## src/rtl/display_pkg.sv

```systemverilog
// display_pkg -- shared definitions for the serial 7-segment display driver.
// Segment patterns are active high, bit order {dp,g,f,e,d,c,b,a}.
// Holds the glyph constants, the minus-sign BCD code and the FSM state type.
package display_pkg;

  localparam logic [7:0] SEG_0     = 8'h3F;
  localparam logic [7:0] SEG_1     = 8'h06;
  localparam logic [7:0] SEG_2     = 8'h5B;
  localparam logic [7:0] SEG_3     = 8'h4F;
  localparam logic [7:0] SEG_4     = 8'h66;
  localparam logic [7:0] SEG_5     = 8'h6D;
  localparam logic [7:0] SEG_6     = 8'h7D;
  localparam logic [7:0] SEG_7     = 8'h07;
  localparam logic [7:0] SEG_8     = 8'h7F;
  localparam logic [7:0] SEG_9     = 8'h6F;
  localparam logic [7:0] SEG_MINUS = 8'h40;
  localparam logic [7:0] SEG_BLANK = 8'h00;

  localparam logic [3:0] BCD_MINUS = 4'hA;

  typedef enum logic [1:0] {
    S_IDLE  = 2'd0,
    S_SHIFT = 2'd1,
    S_LATCH = 2'd2,
    S_DONE  = 2'd3
  } state_t;

endpackage

```

## src/rtl/bcd_to_7seg.sv

```systemverilog
// bcd_to_7seg -- combinational BCD digit to 7-segment pattern decoder.
// Ports:
//   bcd  in  4  BCD code; 0-9 digits, 4'hA minus sign, 4'hB-4'hF blank
//   dp   in  1  decimal point, ORed into bit 7
//   seg  out 8  pattern {dp,g,f,e,d,c,b,a}, active high
module bcd_to_7seg
  import display_pkg::*;
(
  input  logic [3:0] bcd,
  input  logic       dp,
  output logic [7:0] seg
);

  logic [7:0] glyph;

  always_comb begin
    case (bcd)
      4'd0:      glyph = SEG_0;
      4'd1:      glyph = SEG_1;
      4'd2:      glyph = SEG_2;
      4'd3:      glyph = SEG_3;
      4'd4:      glyph = SEG_4;
      4'd5:      glyph = SEG_5;
      4'd6:      glyph = SEG_6;
      4'd7:      glyph = SEG_7;
      4'd8:      glyph = SEG_8;
      4'd9:      glyph = SEG_9;
      BCD_MINUS: glyph = SEG_MINUS;
      default:   glyph = SEG_BLANK;
    endcase
  end

  assign seg = glyph | {dp, 7'b0};

endmodule

```

## src/rtl/display_serializer.sv

```systemverilog
// display_serializer -- decodes NUM_DIGITS BCD digits (+ decimal points) and
// shifts the frame out to an external shift-register display chain, then
// strobes latch and reports completion with a one-cycle done pulse.
// Ports:
//   clk       in   system clock, rising edge
//   reset     in   synchronous active-low reset
//   enable    in   gates acceptance of start
//   start     in   frame request, only honoured in IDLE
//   bcd_in    in   packed digits, digit k at [4k+3:4k], digit 0 rightmost
//   dp_in     in   decimal point per digit
//   ser_clk   out  bit clock: CLK_DIV cycles low, then CLK_DIV cycles high
//   ser_data  out  serial data, changes only when ser_clk falls
//   latch     out  high for CLK_DIV cycles after the last bit
//   busy      out  high while a frame is in progress
//   done      out  one-cycle pulse at frame completion
// Optional feature macro: LEADING_ZERO_BLANK_EN (leading-zero blanking).
module display_serializer
  import display_pkg::*;
#(
  parameter int NUM_DIGITS = 4,
  parameter int SEG_BITS   = 8,
  parameter int CLK_DIV    = 4,
  parameter int MSB_FIRST  = 1
) (
  input  logic                    clk,
  input  logic                    reset,
  input  logic                    enable,
  input  logic                    start,
  input  logic [4*NUM_DIGITS-1:0] bcd_in,
  input  logic [NUM_DIGITS-1:0]   dp_in,
  output logic                    ser_clk,
  output logic                    ser_data,
  output logic                    latch,
  output logic                    busy,
  output logic                    done
);

  localparam int FRAME_BITS = NUM_DIGITS * SEG_BITS;
  localparam int DIV_W      = $clog2(CLK_DIV) + 1;
  localparam int BIT_W      = $clog2(FRAME_BITS) + 1;
  localparam logic [DIV_W-1:0] DIV_LAST = DIV_W'(CLK_DIV - 1);
  localparam logic [BIT_W-1:0] BIT_LAST = BIT_W'(FRAME_BITS - 1);

  // ---------------------------------------------------------------- decode
  logic [SEG_BITS-1:0]   seg [NUM_DIGITS];
  logic [NUM_DIGITS-1:0] blank;
  logic [FRAME_BITS-1:0] frame;

  for (genvar k = 0; k < NUM_DIGITS; k++) begin : g_digit
    bcd_to_7seg u_dec (
      .bcd (bcd_in[4*k +: 4]),
      .dp  (dp_in[k]),
      .seg (seg[k])
    );
  end

`ifdef LEADING_ZERO_BLANK_EN
  // Walk down from the most significant digit; blanking stops at the first
  // nonzero code (minus included) or set dp. Digit 0 always shows.
  always_comb begin
    logic leading;
    leading = 1'b1;
    blank   = '0;
    for (int k = NUM_DIGITS - 1; k >= 1; k--) begin
      if (leading && bcd_in[4*k +: 4] == 4'd0 && !dp_in[k]) blank[k] = 1'b1;
      else                                                   leading  = 1'b0;
    end
  end
`else
  assign blank = '0;
`endif

  // Frame is laid out so that its MSB is the first bit on the wire: the top
  // digit occupies the top byte, and each byte is bit-reversed for LSB-first.
  always_comb begin
    frame = '0;
    for (int k = 0; k < NUM_DIGITS; k++) begin
      for (int j = 0; j < SEG_BITS; j++) begin
        frame[k*SEG_BITS + j] = blank[k] ? 1'b0 :
                                (MSB_FIRST != 0) ? seg[k][j] : seg[k][SEG_BITS-1-j];
      end
    end
  end

  // ---------------------------------------------------------------- FSM
  state_t                state, state_n;
  logic [DIV_W-1:0]      div_cnt, div_n;
  logic [BIT_W-1:0]      bit_cnt, bit_n;
  logic                  sclk_n, sdata_n;
  logic                  load, shift;
  logic [FRAME_BITS-1:0] shreg;

  // NOTE: every output of this block is assigned a default before the case,
  // so no path leaves a value unassigned and no latch is inferred.
  always_comb begin
    state_n = state;
    div_n   = div_cnt;
    bit_n   = bit_cnt;
    sclk_n  = ser_clk;
    sdata_n = ser_data;
    load    = 1'b0;
    shift   = 1'b0;
    case (state)
      S_IDLE: begin
        if (start && enable) begin
          state_n = S_SHIFT;
          div_n   = '0;
          bit_n   = '0;
          sclk_n  = 1'b0;
          sdata_n = frame[FRAME_BITS-1];
          load    = 1'b1;
        end
      end
      S_SHIFT: begin
        if (div_cnt != DIV_LAST) begin
          div_n = div_cnt + 1'b1;
        end else begin
          div_n = '0;
          if (!ser_clk) begin
            sclk_n = 1'b1;
          end else begin
            sclk_n = 1'b0;
            if (bit_cnt == BIT_LAST) begin
              state_n = S_LATCH;
            end else begin
              bit_n   = bit_cnt + 1'b1;
              sdata_n = shreg[FRAME_BITS-1];
              shift   = 1'b1;
            end
          end
        end
      end
      S_LATCH: begin
        if (div_cnt != DIV_LAST) begin
          div_n = div_cnt + 1'b1;
        end else begin
          div_n   = '0;
          state_n = S_DONE;
        end
      end
      S_DONE:  state_n = S_IDLE;
      default: state_n = S_IDLE;
    endcase
  end

  // NOTE: state is updated with non-blocking assignments so every register
  // samples the values from before the edge, independent of statement order.
  always_ff @(posedge clk) begin
    if (!reset) begin
      state    <= S_IDLE;
      div_cnt  <= '0;
      bit_cnt  <= '0;
      ser_clk  <= 1'b0;
      ser_data <= 1'b0;
    end else begin
      state    <= state_n;
      div_cnt  <= div_n;
      bit_cnt  <= bit_n;
      ser_clk  <= sclk_n;
      ser_data <= sdata_n;
    end
  end

  // NOTE: the shift register is pure datapath and is always loaded before
  // use, so it carries no reset.
  always_ff @(posedge clk) begin
    if (load)       shreg <= {frame[FRAME_BITS-2:0], 1'b0};
    else if (shift) shreg <= {shreg[FRAME_BITS-2:0], 1'b0};
  end

  assign busy  = (state == S_SHIFT) || (state == S_LATCH);
  assign latch = (state == S_LATCH);
  assign done  = (state == S_DONE);

endmodule
```

## config.mk

```make
export PLATFORM = sky130hd
export DESIGN_NAME = display_serializer
export DESIGN_NICKNAME = d
export VERILOG_FILES = /design/src/rtl/display_pkg.sv /design/src/rtl/bcd_to_7seg.sv /design/src/rtl/display_serializer.sv
export SDC_FILE = /design/constraint.sdc
export NUM_CORES = 1
export LEC_CHECK = 0
export CORE_ASPECT_RATIO = 1.4
export CORE_MARGIN = 2
export CORE_UTILIZATION = 55
export CTS_CLUSTER_SIZE = 10
export DETAILED_ROUTE_END_ITERATION = 10
export GPL_ROUTABILITY_DRIVEN = 0
export PLACE_DENSITY_LB_ADDON = 0.1
export SLEW_MARGIN = 0
export SYNTH_ARGS = -nofsm -noshare
export SYNTH_HDL_FRONTEND = slang
export SYNTH_HIERARCHICAL = 1
export SYNTH_SLANG_ARGS = --single-unit
```

## constraint.sdc

```tcl
create_clock -name clk -period 2.4 [get_ports clk]
set_input_delay 0.6 -clock clk [delete_from_list [all_inputs] [get_ports clk]]
set_output_delay 0.6 -clock clk [all_outputs]
set_load 0.02 [all_outputs]
```

==> impl_metrics.toml, run 1 <==
[floorplan]
row_count = 31
start_util = 0.5685
die-area_mm2 = 0.005941
ios = 29
core_mm2 = 0.005159
die_y_um = 90.40
dieWidth_um = 65.72

[layout]
layout-drive-gt1-share = 0.1678
antenna_cells = 0
final_cell_count_no_fill = 370
area_growth_pct = 14.16
nets = 358

[logic_synthesis]
synth_ff_type = "edfxtp_1"
avgSynthCellArea_um2 = 10.51
ys_ff_latch = 44
synthArstFlopShare = 0
postSynthCellCount = 279
syn-num-nets = 334
yosys-top-cells-area = "edfxtp_1 (32%), ha_1 (13%), mux2_2 (12%)"
netlist_area_mm2 = 0.002933
synth-warning-count = 6
yosysUniqueCellTypes = 36
netlist.area_leader.share = 0.3174
ys_seq_area_frac = 0.4061
synth_top_area_cell = "edfxtp_1"
synth_enable_flop_cells = 31

[pwr]
p_seq_frac = 0.408
peakVddDrop_v = 0.0003201
p_int_w = 0.001728
power.share.switching = 0.3046
switchingPower_w = 0.0007568
power_density_mw_per_mm2 = 742.1
power_leakage_nw = 1.322
p_clk_frac = 0.222
power_frac_comb = 0.371

[global_routing]
grt_usage = 0.1788
antenna_found_initial = 0
grt_pass1_wl_um = 8466
grt_max_degree = 33
gr-total-overflow = 0
grt_pass1_vias = 1977

[place]
post-dp-hpwl_um = 3573
io_buffers = 28
pre_cts_slack_ns = 0.05854
dp_cells = 362

[min_path]
hold_start = "div_cnt[2]"
worstHoldPathType = "reg -> reg"

[worst_setup_path]
cp-end-kind = "output port"
startpoint = "state[0]"
r2r_slack_ns = 0.46
rr_startpoint = "state[0]"
start_kind = "flop"
cp.required_ns = 1.80
cp_max_fo = 4
cp.arrival_ns = 1.56
critPathKind = "reg -> out"

[outcome]
outcome = "finished clean"

[timing]
clock_skew_ns = 0.005658
maxSlewViolCount = 0
fin_crit_ns = 2.165
setup_tns_ns = 0
rsz0062_at_grt = "false"
finalCritPeriodShare = 0.9019
worstMarginPinSlew_ns = 0.4032
setup_violations = 0
fmax_ghz = 0.4620
hold_slack_ns = 0.4526
maxSlewHeadroom = 0.7312
final-hold-violation-count = 0
final.setup.worst_slack_ns = 0.2354

[drt]
drc = 0
drt-total-wl_um = 4844
drt_iter0_markers = 64
wire_per_inst_um = 13.09
via_per_inst = 5.481
vias = 2028
first_pass_iters = 4
ant_nets = 0

[clock_tree]
clk_path_buf_depth = 2
cts.sinks = 44
insertion_delay_ns = 0.29
cts_root_buf = "clkbuf_8"
postCtsSetupRepairBufs = 0
cts_inserted_buffers = 5
htree_levels = 2
clk_pin_slew_ns = 0.08
cts_tree = "built"

[run]
maxCapViolCount = 0
==> worst max-delay path: stages, from the launching register on <==
cell             delay [ns]
dfxtp_1                0.35
inv_1                  0.11
ha_1                   0.20
clkdlybuf4s50_1        0.61
==> through the flow <==
| stage | instance area, µm² | power, W | utilization |
|---|---|---|---|
| after CTS | 3348 | 0.002521 | 0.6490 |
| after detailed placement | 3242 | 0.001970 | 0.6284 |
| after global placement | 3242 | 0.001962 | 0.6284 |
| after global routing | 3348 | 0.002649 | 0.6490 |
| final | 3348 | 0.002485 | 0.6490 |
| after floorplan | 2933 | 0.001691 | - |
==> layout make-up <==
| cell class | instances | area (µm²) |
|---|---|---|
| Clock buffer | 6 | 72.57 |
| Tap cell | 66 | 82.58 |
| Timing Repair Buffer | 35 | 356.6 |
| Inverter | 30 | 112.6 |
| Sequential cell | 44 | 1191 |
| Fill cell | 434 | 1810 |
| Clock inverter | 2 | 35.03 |
| Multi-Input combinational cell | 187 | 1498 |
==> state kept, by name (all words and copies together) (netlist names) <==
signal and count:
shreg 31, bit_cnt 6, div_cnt 3, state 2
ser_clk 1, ser_data 1
==> cells by family (layout without fill, tap and decap cells) <==
family                     after synthesis  in the layout  synth area share
AOI/OAI and AO/OA                       72             72            0.1549
buffers and inverters                   48             73           0.08319
and+or+nand+nor                         46             46           0.08063
DFF                                     44             44            0.4061
muxes                                   38             38            0.1429
adders and majority gates               31             31            0.1323
==> final timing paths <==
path,depth (start not counted),endpoint
max,3,latch
min,2,div_cnt[2]
max reg2reg,6,bit_cnt[5]
min reg2reg,2,div_cnt[2]
==> placed cells by master, fill, tap and decap left out, types with 2 or more instances in the layout <==
cell type | netlist | routed
mux2_2 | 31 | 31
ha_1 | 31 | 31
edfxtp_1 | 31 | 31
inv_1 | 30 | 30
clkdlybuf4s50_1 | 0 | 27
o22ai_1 | 22 | 22
o21ai_0 | 21 | 21
nand2_1 | 17 | 17
dfxtp_1 | 13 | 13
nand2b_1 | 8 | 8
a21oi_1 | 7 | 7
mux2i_1 | 7 | 7
o31a_1 | 5 | 5
clkbuf_8 | 0 | 5
buf_4 | 8 | 5
nand3_1 | 4 | 4
nor2_2 | 4 | 4
a21o_1 | 4 | 4
o21ai_1 | 3 | 3
nor2_1 | 3 | 3
nand4_1 | 2 | 2
a21boi_0 | 2 | 2
and2_1 | 2 | 2
a221oi_1 | 2 | 2
or3_1 | 2 | 2
buf_12 | 0 | 2
==> per-layer routing <==
metal | global-route usage | up-vias | wire (µm)
met5 | 0 | - | 0
met2 | 0.3359 | 25 | 2677
li1 | - | 1051 | -
met4 | 0.06424 | 0 | 82
met1 | 0.1880 | 946 | 1963
met3 | 0.03741 | 6 | 120
==> cells in the mapped netlist, types with 2 or more instances <==
| cell | count |
|---|---|
| inv_1 | 30 |
| a221oi_1 | 2 |
| mux2i_1 | 7 |
| a21boi_0 | 2 |
| o31a_1 | 5 |
| dfxtp_1 | 13 |
| a21oi_1 | 7 |
| edfxtp_1 | 31 |
| nand3_1 | 4 |
| buf_2 | 3 |
| mux2_2 | 31 |
| buf_4 | 8 |
| o21ai_0 | 21 |
| nand2_1 | 17 |
| buf_6 | 4 |
| a21o_1 | 4 |
| o22ai_1 | 22 |
| clkbuf_1 | 3 |
| nand4_1 | 2 |
| and2_1 | 2 |
| nand2b_1 | 8 |
| or3_1 | 2 |
| nor2_2 | 4 |
| nor2_1 | 3 |
| ha_1 | 31 |
| o21ai_1 | 3 |
==> power by group through the flow <==
stage | clock (W) | sequential, W | combinational [W]
finish | 0.000551 | 0.00101 | 0.000921
global route | 0.000596 | 0.00103 | 0.00102
CTS | 0.000570 | 0.00102 | 0.000935
detailed placement | 0 | 0.00103 | 0.000938
global placement | 0 | 0.00103 | 0.000933
floorplan | 0 | 0.00103 | 0.000661
==> what timing repair did <==
item | in CTS | in global routing
resized for setup | 1 | 0
setup endpoints to repair | 1 | 0
hold buffers | 0 | 0
No activity file was read; power rests on OpenSTA's default activity.
==> inputs of run 2 (changes only) <==
CORE_UTILIZATION = 30   (was 55)
GPL_ROUTABILITY_DRIVEN = not set   (was 0)
TNS_END_PERCENT = 50   (was not set)
==> run 2 against run 1 <==
  * Sequential share of layout area shrank 1.5 points
  * Cell area grew 4.4%
  * Largest cell class unchanged
  * Register-to-register slack is essentially flat
  * Critical path depth is the same
  * Sequential power is essentially flat
  * Hold slack lost 0.011 ns
  * First-iteration DRC count shrank 27%
==> impl_metrics.toml, run 2 (same netlist as run 1, synthesis figures left out) <==
[timing]
maxSlewHeadroom = 0.7357
hold_slack_ns = 0.4413
fmax_ghz = 0.4641
finalCritPeriodShare = 0.8978
worstMarginPinSlew_ns = 0.3938
fin_crit_ns = 2.155
setup_violations = 0
rsz0062_at_grt = "false"
maxSlewViolCount = 0
final-hold-violation-count = 0
clock_skew_ns = 0.008239
setup_tns_ns = 0

[pwr]
power.share.switching = 0.2961
p_int_w = 0.001909
switchingPower_w = 0.0008030
p_clk_frac = 0.283
power_leakage_nw = 1.352
power_density_mw_per_mm2 = 775.9
p_seq_frac = 0.375
peakVddDrop_v = 0.0002996
power_frac_comb = 0.342

[layout]
area_growth_pct = 19.16
layout_common_cells = "mux2_2 (31), ha_1 (31), edfxtp_1 (31)"
nets = 359
largest_reg_flops = 31
regMostFlops = "shreg"
layout-drive-gt1-share = 0.1705
fin_util = 0.3674
antenna_cells = 0
top_regs = "shreg: 31 flops, bit_cnt: 6 flops, div_cnt: 3 flops"

[clock_tree]
postCtsSetupRepairBufs = 0
insertion_delay_ns = 0.28
clk_path_buf_depth = 2
cts.sinks = 44
cts_tree = "built"
cts_inserted_buffers = 5
htree_levels = 2
clk_pin_slew_ns = 0.06
cts_root_buf = "clkbuf_16"

[worst_setup_path]
cp-end-kind = "output port"
cp.arrival_ns = 1.55
critPathKind = "reg -> out"
start_kind = "flop"
cp.required_ns = 1.80
cp_max_fo = 4

[floorplan]
row_count = 42
dieWidth_um = 87.57
start_util = 0.3083
ios = 29
core_mm2 = 0.009512
die-area_mm2 = 0.01059
die_y_um = 121.0

[place]
post-dp-hpwl_um = 3828
io_buffers = 28
gp_congestion = 0.6998

[drt]
drt_iter0_markers = 47
wire_per_inst_um = 12.19
ant_nets = 0
drc = 0
first_pass_iters = 3
vias = 2004
via_per_inst = 4.586
drt-total-wl_um = 5328

[min_path]
worstHoldPathType = "reg -> reg"

[global_routing]
grt_max_degree = 33
grt_usage = 0.1085
gr-total-overflow = 0
grt_pass1_wl_um = 9128
antenna_found_initial = 0
grt_pass1_vias = 2000

[run]
maxCapViolCount = 0

[outcome]
outcome = "finished clean"
==> run 2: changes by cell type in the layout (fill, tap and decap cells not counted) <==
cell and change:
clkbuf_8 -5, clkbuf_16 +5, buf_4 +1
==> run 2: power groups by stage <==
stage	Combinational (W)	Clock (W)	Sequential, W
finish	0.000927	0.000768	0.00102
global route	0.00104	0.000827	0.00103
CTS	0.000953	0.000796	0.00102
detailed placement	0.000955	0	0.00103
global placement	0.000958	0	0.00103
floorplan	0.000661	0	0.00103
==> run 2: stage by stage <==
step	cells	worst slack, ns	total power, W	cell area, µm²
finish	437	0.2454	0.002712	3495
global route	437	0.1705	0.002896	3495
CTS	437	0.2228	0.002767	3495
detailed placement	429	0.07384	0.001989	3332
global placement	429	0.1017	0.001991	3332
floorplan	279	0.3142	0.001691	2933
==> run 2: area by class of cell <==
class | count | area, µm²
sequential | 44 | 1191
multi-input combinational | 187 | 1498
clock inverter | 2 | 35.03
timing repair buffer | 36 | 364.1
clock buffer | 6 | 128.9
inverter | 30 | 112.6
fill | 973 | 6017
tap | 132 | 165.2
==> run 2: worst paths after layout <==
path	startpoint	end	slack, ns	cells past startpoint
worst max-delay path	state[0]	latch	0.25	3
worst min register to register	div_cnt[2]	div_cnt[2]	0.44	2
worst min-delay path	div_cnt[2]	div_cnt[2]	0.44	2
worst max register to register	state[0]	bit_cnt[5]	0.47	6
==> run 2: worst max-delay path, stage by stage, from the launching register on <==
cell and delay (ns):
dfxtp_1 0.34, inv_1 0.11, ha_1 0.20, clkdlybuf4s50_1 0.61
==> run 2: what timing repair did <==
item                                    in CTS  in global routing
hold buffers                                 0                  0
hold endpoints to repair                     0                  0
resized for setup                            1                  0
endpoints found under the setup margin       1                  0
==> run 2: routing by layer <==
metal | up-vias | track usage | wire length (µm) | share of wire
met5 | - | 0 | 0 | 0
met4 | 0 | 0.03173 | 63 | 0.012
met3 | 6 | 0.02653 | 159 | 0.030
met2 | 22 | 0.1970 | 2730 | 0.51
met1 | 923 | 0.1230 | 2375 | 0.45
li1 | 1053 | - | - | -
